### src/rtl/peak_readout_sequencer.sv
// Drains fixed-length records from a byte FIFO to a transmitter, each framed by a header byte.
// Define PEAK_READOUT_CHECKSUM_EN to append an XOR checksum byte after each record.
module peak_readout_sequencer #(
    parameter int unsigned RECORD_BYTES  = 512,
    parameter logic [7:0]  HEADER_BYTE   = 8'hAA,
    parameter int unsigned VALID_TIMEOUT = 4
) (
    input  logic        SysClk,
    input  logic        Reset,
    input  logic        Enable,
    input  logic        ClearStatus,
    input  logic        DataAvailable,
    input  logic        DataValid,
    input  logic [7:0]  DataIn,
    output logic        DataRead,
    input  logic        TxBusy,
    output logic        TxWrite,
    output logic [7:0]  TxData,
    output logic        Busy,
    output logic        RecordDone,
    output logic        Underrun,
    output logic [15:0] RecordCount
);

    localparam int unsigned        TMO_W     = $clog2(VALID_TIMEOUT + 1);
    localparam logic [TMO_W-1:0]   TMO_LOAD  = TMO_W'(VALID_TIMEOUT);
    localparam logic [15:0]        LAST_BYTE = 16'(RECORD_BYTES);

    typedef enum logic [2:0] {
        ST_IDLE, ST_HDR, ST_REQ, ST_WAIT, ST_SEND, ST_CSUM, ST_DONE
    } state_t;

    state_t           state_q, state_d;
    logic [15:0]      byte_cnt_q, byte_cnt_d;
    logic [TMO_W-1:0] tmo_q, tmo_d;
    logic [7:0]       data_q, data_d;
    logic [7:0]       tx_data_q, tx_data_d;
    logic [15:0]      record_count_q, record_count_d;
    logic             data_read_q, data_read_d;
    logic             tx_write_q, tx_write_d;
    logic             busy_q, busy_d;
    logic             record_done_q, record_done_d;
    logic             underrun_q, underrun_d;
    logic             timeout;
`ifdef PEAK_READOUT_CHECKSUM_EN
    logic [7:0]       csum_q, csum_d;
`endif

    always_comb begin
        state_d        = state_q;
        byte_cnt_d     = byte_cnt_q;
        tmo_d          = tmo_q;
        data_d         = data_q;
        tx_data_d      = tx_data_q;
        record_count_d = record_count_q;
        data_read_d    = 1'b0;
        tx_write_d     = 1'b0;
        record_done_d  = 1'b0;
        timeout        = 1'b0;
`ifdef PEAK_READOUT_CHECKSUM_EN
        csum_d         = csum_q;
`endif
        case (state_q)
            ST_IDLE: begin
                if (Enable && DataAvailable) begin
                    state_d    = ST_HDR;
                    byte_cnt_d = '0;
`ifdef PEAK_READOUT_CHECKSUM_EN
                    csum_d     = '0;
`endif
                end
            end
            ST_HDR: begin
                if (!TxBusy) begin
                    tx_write_d = 1'b1;
                    tx_data_d  = HEADER_BYTE;
                    state_d    = ST_REQ;
                end
            end
            ST_REQ: begin
                if (DataAvailable) begin
                    data_read_d = 1'b1;
                    tmo_d       = TMO_LOAD;
                    state_d     = ST_WAIT;
                end
            end
            ST_WAIT: begin
                // tmo_q counts down the WAIT cycles left, including the current one
                if (DataValid) begin
                    data_d  = DataIn;
                    state_d = ST_SEND;
                end else if (tmo_q <= TMO_W'(1)) begin
                    timeout = 1'b1;
                    state_d = ST_IDLE;
                end else begin
                    tmo_d = tmo_q - TMO_W'(1);
                end
            end
            ST_SEND: begin
                if (!TxBusy) begin
                    tx_write_d = 1'b1;
                    tx_data_d  = data_q;
                    byte_cnt_d = byte_cnt_q + 16'd1;
`ifdef PEAK_READOUT_CHECKSUM_EN
                    csum_d     = csum_q ^ data_q;
                    state_d    = (byte_cnt_d == LAST_BYTE) ? ST_CSUM : ST_REQ;
`else
                    state_d    = (byte_cnt_d == LAST_BYTE) ? ST_DONE : ST_REQ;
`endif
                end
            end
            ST_CSUM: begin
`ifdef PEAK_READOUT_CHECKSUM_EN
                if (!TxBusy) begin
                    tx_write_d = 1'b1;
                    tx_data_d  = csum_q;
                    state_d    = ST_DONE;
                end
`else
                state_d = ST_IDLE;
`endif
            end
            ST_DONE: begin
                record_done_d  = 1'b1;
                record_count_d = record_count_q + 16'd1;
                state_d        = ST_IDLE;
            end
            default: state_d = ST_IDLE;
        endcase
        // a timeout in the same cycle as ClearStatus must leave the flag set
        underrun_d = timeout | (underrun_q & ~ClearStatus);
        busy_d     = (state_d != ST_IDLE);
    end

    always_ff @(posedge SysClk) begin
        if (Reset) begin
            state_q        <= ST_IDLE;
            byte_cnt_q     <= '0;
            tmo_q          <= '0;
            data_q         <= '0;
            tx_data_q      <= '0;
            record_count_q <= '0;
            data_read_q    <= 1'b0;
            tx_write_q     <= 1'b0;
            busy_q         <= 1'b0;
            record_done_q  <= 1'b0;
            underrun_q     <= 1'b0;
`ifdef PEAK_READOUT_CHECKSUM_EN
            csum_q         <= '0;
`endif
        end else begin
            state_q        <= state_d;
            byte_cnt_q     <= byte_cnt_d;
            tmo_q          <= tmo_d;
            data_q         <= data_d;
            tx_data_q      <= tx_data_d;
            record_count_q <= record_count_d;
            data_read_q    <= data_read_d;
            tx_write_q     <= tx_write_d;
            busy_q         <= busy_d;
            record_done_q  <= record_done_d;
            underrun_q     <= underrun_d;
`ifdef PEAK_READOUT_CHECKSUM_EN
            csum_q         <= csum_d;
`endif
        end
    end

    assign DataRead    = data_read_q;
    assign TxWrite     = tx_write_q;
    assign TxData      = tx_data_q;
    assign Busy        = busy_q;
    assign RecordDone  = record_done_q;
    assign Underrun    = underrun_q;
    assign RecordCount = record_count_q;

endmodule

### config.mk
export PLATFORM = sky130hd
export DESIGN_NAME = peak_readout_sequencer
export DESIGN_NICKNAME = d
export VERILOG_FILES = /design/src/rtl/peak_readout_sequencer.sv
export SDC_FILE = /design/constraint.sdc
export NUM_CORES = 1
export LEC_CHECK = 0
export CORE_MARGIN = 10
export CORE_UTILIZATION = 60
export DETAILED_ROUTE_END_ITERATION = 16
export DONT_BUFFER_PORTS = 1
export PLACE_DENSITY_LB_ADDON = 0.2
export SETUP_SLACK_MARGIN = 0.1
export SLEW_MARGIN = 5
export SYNTH_ARGS = -nofsm -noshare
export SYNTH_HDL_FRONTEND = slang
export SYNTH_SLANG_ARGS = --single-unit
### constraint.sdc
create_clock -name SysClk -period 2.4 [get_ports SysClk]
set_input_delay 0.36 -clock SysClk [delete_from_list [all_inputs] [get_ports SysClk]]
set_output_delay 0.36 -clock SysClk [all_outputs]
set_load 0.1 [all_outputs]
==> flow_summary.yaml <==
grt:
  grt_pass1_vias: 2368
  grt.busiest_layer: "met2"
  grt_pass1_wl_um: 11500
  grt_use_total: 0.168
  grt_max_degree: 57
  antenna_found_initial: 0
  global_route.usage.met2: 0.271
  use_met1: 0.205
  grtUsageMet3: 0.0449
  grt.overflow.total: 0
setup_path:
  cpPeakStageDelay_ns: 0.48
  critPathKind: "flip-flop to flip-flop"
  end_kind: "flip-flop"
  crit_path_start_kind: "flip-flop"
  r2r_slack_ns: 0.47
  path_buf_inv: 0
  cp_top_family: "simple AND/OR/NAND/NOR gates"
  worstPathCellList: "ha_1 -> nand3_2 -> nor2_2 -> and4_1 -> a21oi_1 -> a311oi_2"
  cp_slowest_cell: "dfxtp_1"
  crit_fanout: 7
  cp.arrival_ns: 2.19
  critPathRequiredTime_ns: 2.66
clock_tree:
  cts-resized-gates: 0
  postCtsSetupBuffers: 0
  cts.sinks: 59
  clk_latency_ns: 0.34
  clk_pin_slew_ns: 0.07
  cts_tree: "yes"
  cts_inserted_buffers: 9
  hold_buffers: 0
  htreeDepth: 3
  root_buffer: "clkbuf_8"
  cts_buffer_depth: 2
run_status:
  outcome: "completed"
die:
  start_util: 0.623
  dieArea_um2: 8100
  ioPinCount: 44
  placementRows: 25
  dieHeight_um: 90.0
  die_w_um: 90.0
  coreArea_um2: 4720
timing:
  finalClockSkew_ns: 0.00872
  finalMaxSlewViolations: 0
  tns_ns: 0
  period_share: 0.805
  period_minus_slack_ns: 1.93
  setup-violations-final: 0
  tightest_slew_ns: 0.580
  maxSlewHeadroom: 0.610
  fmax_mhz: 517
  hold_viol: 0
  fin_ws_ns: 0.467
  rsz0062_at_grt: "false"
logic_synthesis:
  synthesis.nets: 362
  synth-seq-cells: 59
  synth.distinct_cells: 57
  yosys_warnings: 0
  async_reset_ff_frac: 0
  seq_area_frac_synth: 0.402
  synth_edf_count: 0
  synth_cells: 342
  synthFlopType: "dfxtp_1"
  synth.cell_area_um2: 2940
  avgSynthCellArea_um2: 8.60
power:
  power_density_nw_per_um2: 632
  ir_drop_mv: 0.414
  leakage_nw: 1.27
detailed_routing:
  drt_iter0_drc: 128
  via_per_inst: 5.78
  wl_per_cell_um: 15.7
  first_pass_iters: 4
  drc: 0
  ant_nets: 0
  vias: 2537
  drt_wl_total_um: 6880
cells_and_area:
  layout_common_cells: "dfxtp_1 (59), nor2_1 (45), nand2_1 (37), buf_4 (31), a21oi_1 (29)"
  fin_area_um2: 3400
  final_common_cell: "dfxtp_1"
  fillers: 356
  post-route-util: 0.721
  nets: 387
  diodes: 0
  drive_gt1_frac: 0.180
  syn_to_final_growth_pct: 15.7
run:
  drv_cap: 0
place:
  io_buffers: 0
  gp_congestion: 0.882
  hpwl_um: 4750
  pre_cts_ws_ns: 0.545
  placed_area_um2: 3180
min_path:
  hold_class: "input pin to flip-flop"
cell usage after synthesis, drive strengths merged (2+ instances only):
cell type  count  area [um^2]
a211oi         3         22.5
buf           10         56.3
xnor2         12          105
nor3          12         81.3
ha             5         62.6
nand3         11         72.6
nand2b         3         18.8
nor2          48          198
o22ai          4         25.0
a31oi          2         12.5
a22o           5         43.8
or3            5         31.3
and4           3         26.3
o21ai         14         70.1
a311oi         2         23.8
o31ai          2         15.0
nand3b         4         30.0
nand2         37          139
mux2i          4         40.0
a21oi         30          154
or2            2         12.5
inv            6         22.5
nor4           8         96.3
o211ai         3         22.5
or4            4         30.0
clkbuf         7         26.3
nand4         11          120
dfxtp         59         1180
nor2b          5         31.3
and3           3         18.8
o21a           2         15.0
xor2           6         52.6
cell families (layout without fill, tap and decap cells):
kind of cell,Yosys count,after routing,synth area share
fa+ha+maj,5,5,0.0213
mux,4,4,0.0136
xor+xnor,18,18,0.0536
simple gates,159,159,0.316
buf+inv,23,53,0.0357
flops,59,59,0.402
compound gates,74,74,0.158
cell type report:
cell class | instances | area, um^2 | area share
Clock buffer | 12 | 155 | 0.0456
Clock inverter | 4 | 72.6 | 0.0213
Inverter | 6 | 22.5 | 0.00662
Multi-Input combinational cell | 260 | 1660 | 0.486
Sequential cell | 59 | 1180 | 0.347
Tap cell | 67 | 83.8 | 0.0246
Timing Repair Buffer | 31 | 233 | 0.0684
registers in the layout (all words and copies together) (netlist names), 3 cells and up:
name / count
RecordCount: 16
TxData: 8
byte_cnt_q: 16
data_q: 8
state_q: 3
tmo_q: 3
through the flow:
stage / power (mW) / hold WS [ns] / std cells
2_1_floorplan: 1.12 / 0.436 / 342
3_3_place_gp: 1.13 / 0.434 / 423
3_5_place_dp: 1.13 / 0.436 / 423
4_1_cts: 2.15 / 0.0740 / 439
5_1_grt: 2.22 / 0.0722 / 439
6_report: 2.15 / 0.0787 / 439
layer usage:
metal | wire length (um) | vias up | part of all wire
li1 | - | 1273 | -
met1 | 3010 | 1197 | 0.44
met2 | 3370 | 59 | 0.49
met3 | 430 | 8 | 0.063
met4 | 69 | 0 | 0.010
met5 | 0 | - | 0
final timing paths:
path	from	end	cells after the start
worst max-delay path	byte_cnt_q[0]	byte_cnt_q[10]	6
worst min-delay path	Reset	byte_cnt_q[13]	1
worst max register to register	byte_cnt_q[0]	byte_cnt_q[10]	6
worst min register to register	data_q[2]	data_q[2]	2
power by group:
part	switching, mW	internal, mW
clock	0.403	0.640
sequential	0.0114	0.989
combinational	0.0792	0.0290
total	0.493	1.66
No activity file was read; power rests on OpenSTA's default activity.
